File: src/rtl/nunchuck_i2c_responder_if.sv
// I2C pin bundle between a bus initiator model and the nunchuck responder.
// SDA is open-drain: the responder only asserts sda_drive_low.
interface nunchuck_i2c_responder_if;
  logic scl_in;
  logic sda_in;
  logic sda_drive_low;

  modport master (output scl_in, output sda_in, input sda_drive_low);
  modport slave  (input scl_in, input sda_in, output sda_drive_low);
endinterface

File: src/rtl/nunchuck_i2c_responder.sv
// I2C target emulating a Wii Nunchuck: accepts init/pointer writes and serves the
// 6-byte report from a snapshot of the joystick, accelerometer and button inputs.
module nunchuck_i2c_responder #(
  parameter logic [6:0]  I2C_ADDR     = 7'h52,
  parameter int unsigned SYNC_STAGES  = 2,
  parameter int unsigned SDA_HOLD_CYC = 4
) (
  input  logic                           clkin,
  input  logic                           rst,
  nunchuck_i2c_responder_if.slave        bus,
  input  logic [7:0]                     stick_x,
  input  logic [7:0]                     stick_y,
  input  logic [9:0]                     accel_x,
  input  logic [9:0]                     accel_y,
  input  logic [9:0]                     accel_z,
  input  logic                           z_btn,
  input  logic                           c_btn,
  output logic                           initialized,
  output logic                           busy,
  output logic                           xfer_done
);

  localparam int unsigned HW = $clog2(SDA_HOLD_CYC + 1);

  typedef enum logic [2:0] {
    IDLE, ADDR, ADDR_ACK, WR_BYTE, WR_ACK, RD_BYTE, RD_MACK, IGNORE
  } state_t;

  state_t                 state;
  logic [SYNC_STAGES-1:0] scl_sync, sda_sync;
  logic                   scl_prev, sda_prev;
  logic                   scl_s, sda_s;
  logic                   start_det, stop_det, scl_rise, scl_fall;
  logic [HW-1:0]          hold_cnt;
  logic [2:0]             bit_cnt;
  logic [6:0]             shift;
  logic [7:0]             rx_byte;
  logic                   rw;
  logic                   first_byte;
  logic [7:0]             pointer;
  logic                   init_a, init_b;
  logic [7:0]             buffer [6];
  logic [7:0]             tx_byte;

  always_ff @(posedge clkin) begin
    if (!rst) begin
      scl_sync <= '1;
      sda_sync <= '1;
      scl_prev <= 1'b1;
      sda_prev <= 1'b1;
    end else begin
      scl_sync <= {scl_sync[SYNC_STAGES-2:0], bus.scl_in};
      sda_sync <= {sda_sync[SYNC_STAGES-2:0], bus.sda_in};
      scl_prev <= scl_sync[SYNC_STAGES-1];
      sda_prev <= sda_sync[SYNC_STAGES-1];
    end
  end

  always_comb begin
    scl_s     = scl_sync[SYNC_STAGES-1];
    sda_s     = sda_sync[SYNC_STAGES-1];
    start_det = scl_s & scl_prev & sda_prev & ~sda_s;
    stop_det  = scl_s & scl_prev & ~sda_prev & sda_s;
    scl_rise  = scl_s & ~scl_prev;
    scl_fall  = ~scl_s & scl_prev;
    rx_byte   = {shift, sda_s};
    initialized = init_a & init_b;
  end

  always_comb begin
    tx_byte = 8'hFF;
    if (init_a && init_b) begin
      case (pointer)
        8'd0:    tx_byte = buffer[0];
        8'd1:    tx_byte = buffer[1];
        8'd2:    tx_byte = buffer[2];
        8'd3:    tx_byte = buffer[3];
        8'd4:    tx_byte = buffer[4];
        8'd5:    tx_byte = buffer[5];
        default: tx_byte = 8'hFF;
      endcase
    end
  end

  // Bits are consumed on SCL rise; the SDA level for the next bit is chosen
  // from the post-rise state once the hold delay after the following fall expires.
  always_ff @(posedge clkin) begin
    if (!rst) begin
      state         <= IDLE;
      bit_cnt       <= '0;
      shift         <= '0;
      rw            <= 1'b0;
      first_byte    <= 1'b0;
      pointer       <= '0;
      init_a        <= 1'b0;
      init_b        <= 1'b0;
      busy          <= 1'b0;
      xfer_done     <= 1'b0;
      bus.sda_drive_low <= 1'b0;
      hold_cnt      <= '0;
      for (int unsigned i = 0; i < 6; i++) buffer[i] <= '0;
    end else begin
      xfer_done <= 1'b0;
      if (stop_det) begin
        state             <= IDLE;
        bus.sda_drive_low <= 1'b0;
        hold_cnt          <= '0;
        xfer_done         <= busy;
        busy              <= 1'b0;
      end else if (start_det) begin
        state             <= ADDR;
        bit_cnt           <= '0;
        bus.sda_drive_low <= 1'b0;
        hold_cnt          <= '0;
      end else begin
        if (scl_fall) begin
          hold_cnt <= HW'(SDA_HOLD_CYC);
        end else if (hold_cnt != '0) begin
          hold_cnt <= hold_cnt - HW'(1);
          if (hold_cnt == HW'(1)) begin
            case (state)
              ADDR_ACK, WR_ACK: bus.sda_drive_low <= 1'b1;
              RD_BYTE:          bus.sda_drive_low <= ~tx_byte[~bit_cnt];
              default:          bus.sda_drive_low <= 1'b0;
            endcase
          end
        end

        if (scl_rise) begin
          case (state)
            ADDR: begin
              shift <= {shift[5:0], sda_s};
              if (bit_cnt == 3'd7) begin
                bit_cnt <= '0;
                if (shift == I2C_ADDR) begin
                  state <= ADDR_ACK;
                  rw    <= sda_s;
                  busy  <= 1'b1;
                end else begin
                  state <= IGNORE;
                end
              end else begin
                bit_cnt <= bit_cnt + 3'd1;
              end
            end
            ADDR_ACK: begin
              bit_cnt <= '0;
              if (rw) begin
                buffer[0] <= stick_x;
                buffer[1] <= stick_y;
                buffer[2] <= accel_x[9:2];
                buffer[3] <= accel_y[9:2];
                buffer[4] <= accel_z[9:2];
                buffer[5] <= {accel_z[1:0], accel_y[1:0], accel_x[1:0], ~c_btn, ~z_btn};
                state     <= RD_BYTE;
              end else begin
                first_byte <= 1'b1;
                state      <= WR_BYTE;
              end
            end
            WR_BYTE: begin
              shift <= {shift[5:0], sda_s};
              if (bit_cnt == 3'd7) begin
                bit_cnt <= '0;
                state   <= WR_ACK;
                if (first_byte) begin
                  pointer    <= rx_byte;
                  first_byte <= 1'b0;
                end else begin
                  if (pointer == 8'hF0 && rx_byte == 8'h55) init_a <= 1'b1;
                  if (pointer == 8'hFB && rx_byte == 8'h00) init_b <= 1'b1;
                  pointer <= pointer + 8'd1;
                end
              end else begin
                bit_cnt <= bit_cnt + 3'd1;
              end
            end
            WR_ACK: state <= WR_BYTE;
            RD_BYTE: begin
              if (bit_cnt == 3'd7) begin
                bit_cnt <= '0;
                state   <= RD_MACK;
              end else begin
                bit_cnt <= bit_cnt + 3'd1;
              end
            end
            RD_MACK: begin
              if (!sda_s) begin
                pointer <= (pointer == 8'd5) ? 8'd0 : pointer + 8'd1;
                state   <= RD_BYTE;
              end else begin
                state <= IGNORE;
              end
            end
            default: ;
          endcase
        end
      end
    end
  end

endmodule

File: src/flat_wrapper.sv
// flat-port wrapper written by rule: the top's interface ports become plain ports
module nunchuck_i2c_responder_flat 
#(
  parameter logic [6:0]  I2C_ADDR     = 7'h52,
  parameter int unsigned SYNC_STAGES  = 2,
  parameter int unsigned SDA_HOLD_CYC = 4
)
  (clkin, rst, stick_x, stick_y, accel_x, accel_y, accel_z, z_btn, c_btn, initialized, busy, xfer_done, bus_scl_in, bus_sda_in, bus_sda_drive_low);
  nunchuck_i2c_responder_if bus_i ();
  input  logic clkin;
  input  logic rst;
  input  logic [7:0] stick_x;
  input  logic [7:0] stick_y;
  input  logic [9:0] accel_x;
  input  logic [9:0] accel_y;
  input  logic [9:0] accel_z;
  input  logic z_btn;
  input  logic c_btn;
  output logic initialized;
  output logic busy;
  output logic xfer_done;
  input wire logic [$bits(bus_i.scl_in)-1:0] bus_scl_in;
  input wire logic [$bits(bus_i.sda_in)-1:0] bus_sda_in;
  output wire logic [$bits(bus_i.sda_drive_low)-1:0] bus_sda_drive_low;
  assign bus_i.scl_in = bus_scl_in;
  assign bus_i.sda_in = bus_sda_in;
  assign bus_sda_drive_low = bus_i.sda_drive_low;
  nunchuck_i2c_responder #(.I2C_ADDR(I2C_ADDR), .SYNC_STAGES(SYNC_STAGES), .SDA_HOLD_CYC(SDA_HOLD_CYC)) u_core (.clkin(clkin), .rst(rst), .bus(bus_i), .stick_x(stick_x), .stick_y(stick_y), .accel_x(accel_x), .accel_y(accel_y), .accel_z(accel_z), .z_btn(z_btn), .c_btn(c_btn), .initialized(initialized), .busy(busy), .xfer_done(xfer_done));
endmodule
File: config.mk
export PLATFORM = sky130hd
export DESIGN_NAME = nunchuck_i2c_responder_flat
export DESIGN_NICKNAME = d
export VERILOG_FILES = /design/src/rtl/nunchuck_i2c_responder_if.sv /design/src/rtl/nunchuck_i2c_responder.sv /design/src/flat_wrapper.sv
export SDC_FILE = /design/constraint.sdc
export NUM_CORES = 1
export LEC_CHECK = 0
export ABC_AREA = 1
export BUFFER_PORTS_ARGS = -buffer_cell sky130_fd_sc_hd__buf_2
export CAP_MARGIN = 25
export CORE_MARGIN = 1.5
export CORE_UTILIZATION = 52
export CTS_BUF_LIST = sky130_fd_sc_hd__clkbuf_4 sky130_fd_sc_hd__clkbuf_8
export DETAILED_ROUTE_END_ITERATION = 16
export GPL_TIMING_DRIVEN = 0
export PLACE_DENSITY_LB_ADDON = 0.12
export SKIP_LAST_GASP = 1
export SLEW_MARGIN = 15
export SYNTH_ARGS = -nofsm -noshare
export SYNTH_HDL_FRONTEND = slang
export SYNTH_SLANG_ARGS = --single-unit
File: constraint.sdc
create_clock -name clkin -period 5.2 [get_ports clkin]
set_input_delay 0.26 -clock clkin [delete_from_list [all_inputs] [get_ports clkin]]
set_output_delay 0.26 -clock clkin [all_outputs]
set_load 0.02 [all_outputs]
==> impl_metrics.ini, run 1 <==
[run_status]
outcome = complete, no violations

[logic_synthesis]
synth.avg_cell_area_sq_um = 8.18
ys_ff_latch = 85
synth_fp_nets = 596
syn-cell-area_sq_um = 4370
yosysTopAreaCell = edfxtp_1
synth_top_area_share = 0.330
yosysWarnings = 0
ys_seq_area_frac = 0.500
synth_area_leaders = edfxtp_1, dfxtp_1, inv_1, nor2_1, nand2_1
ys_types = 40
syn_inst = 534

[timing]
fin_setup_tns_ns = 0
rsz0062_at_grt = no
finalCritPeriodShare = 0.383
slew_headroom = 0.529
slew_violations = 0
finalSetupViolations = 0
whs_ns = 0.0859
fin_worst_skew_ns = 0.00751
final_hold_viol_count = 0
worstMarginPinSlew_ns = 0.706
max_freq_mhz = 502
timing.final.crit_period_ns = 1.99

[clock_tree]
cts_tree = built
worst_skew_pair.late_latency_ns = 0.35
cts_max_level = 3
clk_pin_slew_ns = 0.08
cts_setup_buffers = 0
holdBufCountCts = 0
cts_buffers = 9
cts_resized = 0
cts.sinks = 85
cts_root_buf = clkbuf_8
clockBufferDepth = 2

[worst_setup_path]
critPathKind = register to register
worstPathMaxFanout = 7
cp-start-kind = register
worstPathRequired_ns = 5.44
r2r_slack_ns = 3.21
end_kind = register
arrival_ns = 2.23

[die]
ios = 56
dieArea_sq_um = 8960
die_h_um = 94.6
rows = 33
start_util = 0.534
core_area_sq_um = 8180
die_x_um = 94.6

[grt]
busiest_layer = met2
antenna_found_initial = 0
grt_pass1_wl_um = 15700
grt_use_met2 = 0.379
gr-total-overflow = 0
grt_pass1_vias = 3346
met1_usage = 0.287
grt_max_degree = 27
grt_use_total = 0.228
met3_usage = 0.0523

[pwr]
ir_drop_v = 0.000177
power_mw = 1.31
powerDensity_nw_per_um2 = 261
power_leakage_nw = 2.29

[drt]
drtPass1Iterations = 4
drt-total-wl_um = 9440
num_vias = 3585
post_drt_wl_per_cell_um = 13.3
ant_nets = 0
via_per_inst = 5.04
drcViolationCount = 0
drt-initial-drc-count = 126

[place]
place_area_sq_um = 4830
hpwl_um = 6830
gp_congestion = 0.876
io_buffer_count = 55

[final_layout]
antenna_cells = 0
syn_to_final_growth_pct = 14.8
layout.nets = 664
fillers = 728
fin_area_sq_um = 5010
layout-drive-gt1-share = 0.188

[flow_run]
max-cap-violations = 0

[hold_path]
min-delay-path-class = input port to register
[per-stage QoR]
| stage | util | setup WS [ns] | cells |
|---|---|---|---|
| floorplan | - | 0.433 | 534 |
| global placement | 0.584 | -1.08 | 694 |
| detailed placement | 0.591 | 3.22 | 696 |
| CTS | 0.613 | 3.21 | 711 |
| global route | 0.613 | 3.02 | 711 |
| finish | 0.613 | 3.21 | 711 |
[Yosys cell counts]
cell type,number
a211o_1,1
a211oi_1,3
a211oi_2,3
a21oi_1,21
a21oi_4,1
a221oi_1,2
a221oi_2,4
a22oi_1,1
a311oi_1,1
a31oi_1,3
and3_1,2
buf_1,1
buf_2,3
buf_6,3
clkbuf_1,3
dfxtp_1,37
edfxtp_1,48
ha_1,10
inv_1,92
inv_2,9
inv_4,2
nand2_1,82
nand2_2,2
nand2_4,1
nand3_1,45
nand3_2,1
nand3_4,1
nand4_1,3
nor2_1,92
nor2_2,8
nor2_4,1
nor3_1,10
nor3b_1,4
nor4_1,3
o211ai_1,1
o21ai_0,17
o21ai_1,4
or2_2,4
or4_1,1
xor2_1,4
[critical path, cell delays in order, from the launching register on]
cell,delay (ns)
dfxtp_1,0.35
inv_1,0.14
ha_1,0.20
nand3_1,0.13
nor2_2,0.39
nand2_1,0.09
nand2_1,0.10
nor2_1,0.06
nand2_1,0.07
nand3_1,0.08
nand3_1,0.08
nand2_1,0.06
nand2_1,0.07
a21oi_1,0.06
[sequential cells by signal, summed over array words and instances, names as in the netlist]
register                  flops
u_core.buffer                48
u_core.pointer                8
u_core.init_a                 1
u_core.bit_cnt                3
u_core.shift                  7
u_core.xfer_done              1
u_core.hold_cnt               3
u_core.scl_sync               2
u_core.init_b                 1
u_core.busy                   1
u_core.rw                     1
u_core.state                  3
u_core.sda_sync               2
u_core.first_byte             1
u_core.sda_prev               1
u_core.scl_prev               1
u_core.bus.sda_drive_low      1
[path summary, 6_finish.rpt]
| check | startpoint | end | cells after the start |
|---|---|---|---|
| worst max-delay path | u_core.pointer[0] | u_core.bus.sda_drive_low | 13 |
| worst min-delay path | bus_scl_in | u_core.scl_sync[0] | 2 |
| worst max register to register | u_core.pointer[0] | u_core.bus.sda_drive_low | 13 |
| worst min register to register | u_core.sda_sync[0] | u_core.sda_sync[1] | 1 |
[where the power goes]
group / switching, mW / internal [mW]
clock: 0.229 / 0.214
sequential: 0.0140 / 0.732
combinational: 0.0669 / 0.0525
[logic make-up after synthesis]
family / after synthesis / synth area share
DFF: 85 / 0.500
buffers and inverters: 113 / 0.104
xor gates and xnor gates: 4 / 0.00802
and+or+nand+nor: 260 / 0.264
AOI/OAI and AO/OA: 62 / 0.0951
adders and majority gates: 10 / 0.0287
[area by class of cell]
type / instances / area, sq um / share of cell area
Multi-Input combinational cell: 336 / 1740 / 0.347
Clock inverter: 6 / 55.1 / 0.0110
Buffer: 10 / 63.8 / 0.0127
Sequential cell: 85 / 2180 / 0.435
Inverter: 103 / 392 / 0.0782
Timing Repair Buffer: 57 / 323 / 0.0644
Clock buffer: 9 / 124 / 0.0247
Tap cell: 105 / 131 / 0.0262
[placed cells by master, fill, tap and decap left out, types with 4 or more instances in the layout]
cell type  Yosys  layout
o21ai_1        4       4
dfxtp_1       37      37
buf_2          3      58
a221oi_2       4       4
ha_1          10      10
edfxtp_1      48      48
or2_2          4       4
nor2_2         8       8
nand2_1       82      82
a21oi_1       21      21
nand3_1       45      45
o21ai_0       17      16
nor2_1        92      92
clkbuf_8       0       9
nor3b_1        4       4
inv_2          9       9
nor3_1        10      10
xor2_1         4       4
inv_1         92      92
[layer usage]
layer,vias to the layer above,wire (um)
met3,13,505
met2,124,4520
li1,1857,-
met1,1591,4250
met4,0,157
met5,-,0
Note: power is estimated with default switching activity, not from simulation.
==> inputs of run 2 (changes only) <==
==> constraint.sdc (replaced) <==
create_clock -name clkin -period 1.6 [get_ports clkin]
set_input_delay 0.08 -clock clkin [delete_from_list [all_inputs] [get_ports clkin]]
set_output_delay 0.08 -clock clkin [all_outputs]
set_load 0.02 [all_outputs]
==> impl_metrics.ini, run 2 (synthesis results as in run 1) <==
[clock_tree]
clockBufferDepth = 2
cts_buffers = 9
clk_pin_slew_ns = 0.09
cts_max_level = 3
cts_root_buf = clkbuf_8
cts_tree = built
cts.sinks = 85
worst_skew_pair.late_latency_ns = 0.36

[timing]
slew_headroom = 0.509
layout_setup_ws_ns = -0.120
final_hold_viol_count = 0
rsz0062_at_grt = yes
fin_worst_skew_ns = 0.00791
whs_ns = 0.0124
max_freq_mhz = 581
finalCritPeriodShare = 1.08
slew_violations = 0
worstMarginPinSlew_ns = 0.736
timing.final.crit_period_ns = 1.72
finalSetupViolations = 46

[final_layout]
antenna_cells = 0
stdcell_count = 749
syn_to_final_growth_pct = 34.6
multi_input_area_sq_um = 2060
reg.largest.list = u_core.buffer (48), u_core.pointer (8), u_core.shift (7)
layout.nets = 702
layout_common_cells = nor2_1, inv_1, nand2_1
fin_area_sq_um = 5880
largest_reg_flops = 48
largest-register = u_core.buffer
seqCellArea_sq_um = 2210
fillers = 620
layout-drive-gt1-share = 0.323
layout_commonest_cell = nor2_1

[place]
dp_slack_ns = -0.453
hpwl_um = 7040
dp_cells = 696
place_area_sq_um = 4850
gp_congestion = 0.930
io_buffer_count = 55

[pwr]
swShare = 0.225
power_leakage_nw = 2.62
clockPowerShare = 0.382
power_mw = 4.69
combPwrFrac = 0.102
p_switching_mw = 1.06
ir_drop_v = 0.000504
powerDensity_nw_per_um2 = 798
p_int_mw = 3.64
seq_power_share = 0.516

[grt]
grt_pass1_vias = 3707
grt_max_degree = 18
antenna_found_initial = 0
gr-total-overflow = 0
grt_pass1_wl_um = 17500
grt_use_total = 0.258

[drt]
drcViolationCount = 0
via_per_inst = 5.22
drtPass1Iterations = 5
ant_nets = 0
drt-total-wl_um = 11200
num_vias = 3913
drt-initial-drc-count = 200
post_drt_wl_per_cell_um = 14.9

[die]
core_area_sq_um = 8180
die_h_um = 94.6
start_util = 0.534
die_x_um = 94.6
ios = 56
dieArea_sq_um = 8960
rows = 33

[worst_setup_path]
critical-path-top-delay-family = buffers and inverters
crit_buf_inv = 5
end_kind = register
arrival_ns = 1.79
crit_slowest_cell = dfxtp_4
worstPathRequired_ns = 1.67
max_stage_delay_ns = 0.36
cp-start-kind = register
worstPathMaxFanout = 7
critPathKind = register to register
path_cells = inv_4 > nand2_4 > nor2_4 > inv_2 > nor2_4 > inv_2 > o21ai_4 > clkbuf_16 > clkbuf_16

[flow_run]
max-cap-violations = 0

[run_status]
violations = setup timing
outcome = finished with violations

[hold_path]
min-delay-path-class = input port to register
## run 2: cell type report
cell class	instances	share of cell area
plain buffers	10	0.0132
clock buffers	10	0.0223
clock inverters	5	0.0170
inverters	103	0.0688
multi-input cells	338	0.350
flip-flops and latches	85	0.376
well taps	105	0.0223
repair buffers	93	0.130
## run 2: per-stage QoR
stage | TNS [ns] | util
finish | -4.03 | 0.719
CTS | -1.87 | 0.676
floorplan | -20.96 | -
global placement | -44.60 | 0.587
global route | -5.82 | 0.719
detailed placement | -21.03 | 0.593
## run 2: per-layer routing
| layer | track usage | share of wire |
|---|---|---|
| met1 | 0.310 | 0.40 |
| met2 | 0.461 | 0.51 |
| met3 | 0.0346 | 0.063 |
| met4 | 0.104 | 0.025 |
| met5 | 0 | 0 |
## run 2: path summary, 6_finish.rpt
kind,startpoint,to,slack [ns],cells after the start
worst max-delay path,u_core.state[0],u_core.buffer[1][2],-0.12,9
worst min-delay path,accel_x[2],u_core.buffer[2][0],0.01,3
worst max register to register,u_core.state[0],u_core.buffer[1][2],-0.12,9
worst min register to register,u_core.sda_sync[0],u_core.sda_sync[1],0.42,1
## run 2: power by group through the flow
stage / registers (mW) / clock network [mW] / logic, mW
after floorplan: 2.47 / 0 / 0.254
after global placement: 2.47 / 0 / 0.363
after detailed placement: 2.48 / 0 / 0.394
after CTS: 2.42 / 1.80 / 0.442
after global routing: 2.43 / 1.90 / 0.543
final: 2.42 / 1.79 / 0.478
## run 2: worst min-delay path, stage by stage
cell and delay, ns:
buf_2 0.07, inv_1 0.03, nor2_1 0.08
## run 2: repair_timing
action / CTS / global route
setup buffers: 13 / 15
resized for setup: 59 / 42
pin swaps: 13 / 22
gates cloned: 5 / 3
endpoints found under the setup margin: 104 / 117
hold buffers: 3 / 0
hold endpoints to repair: 3 / 0
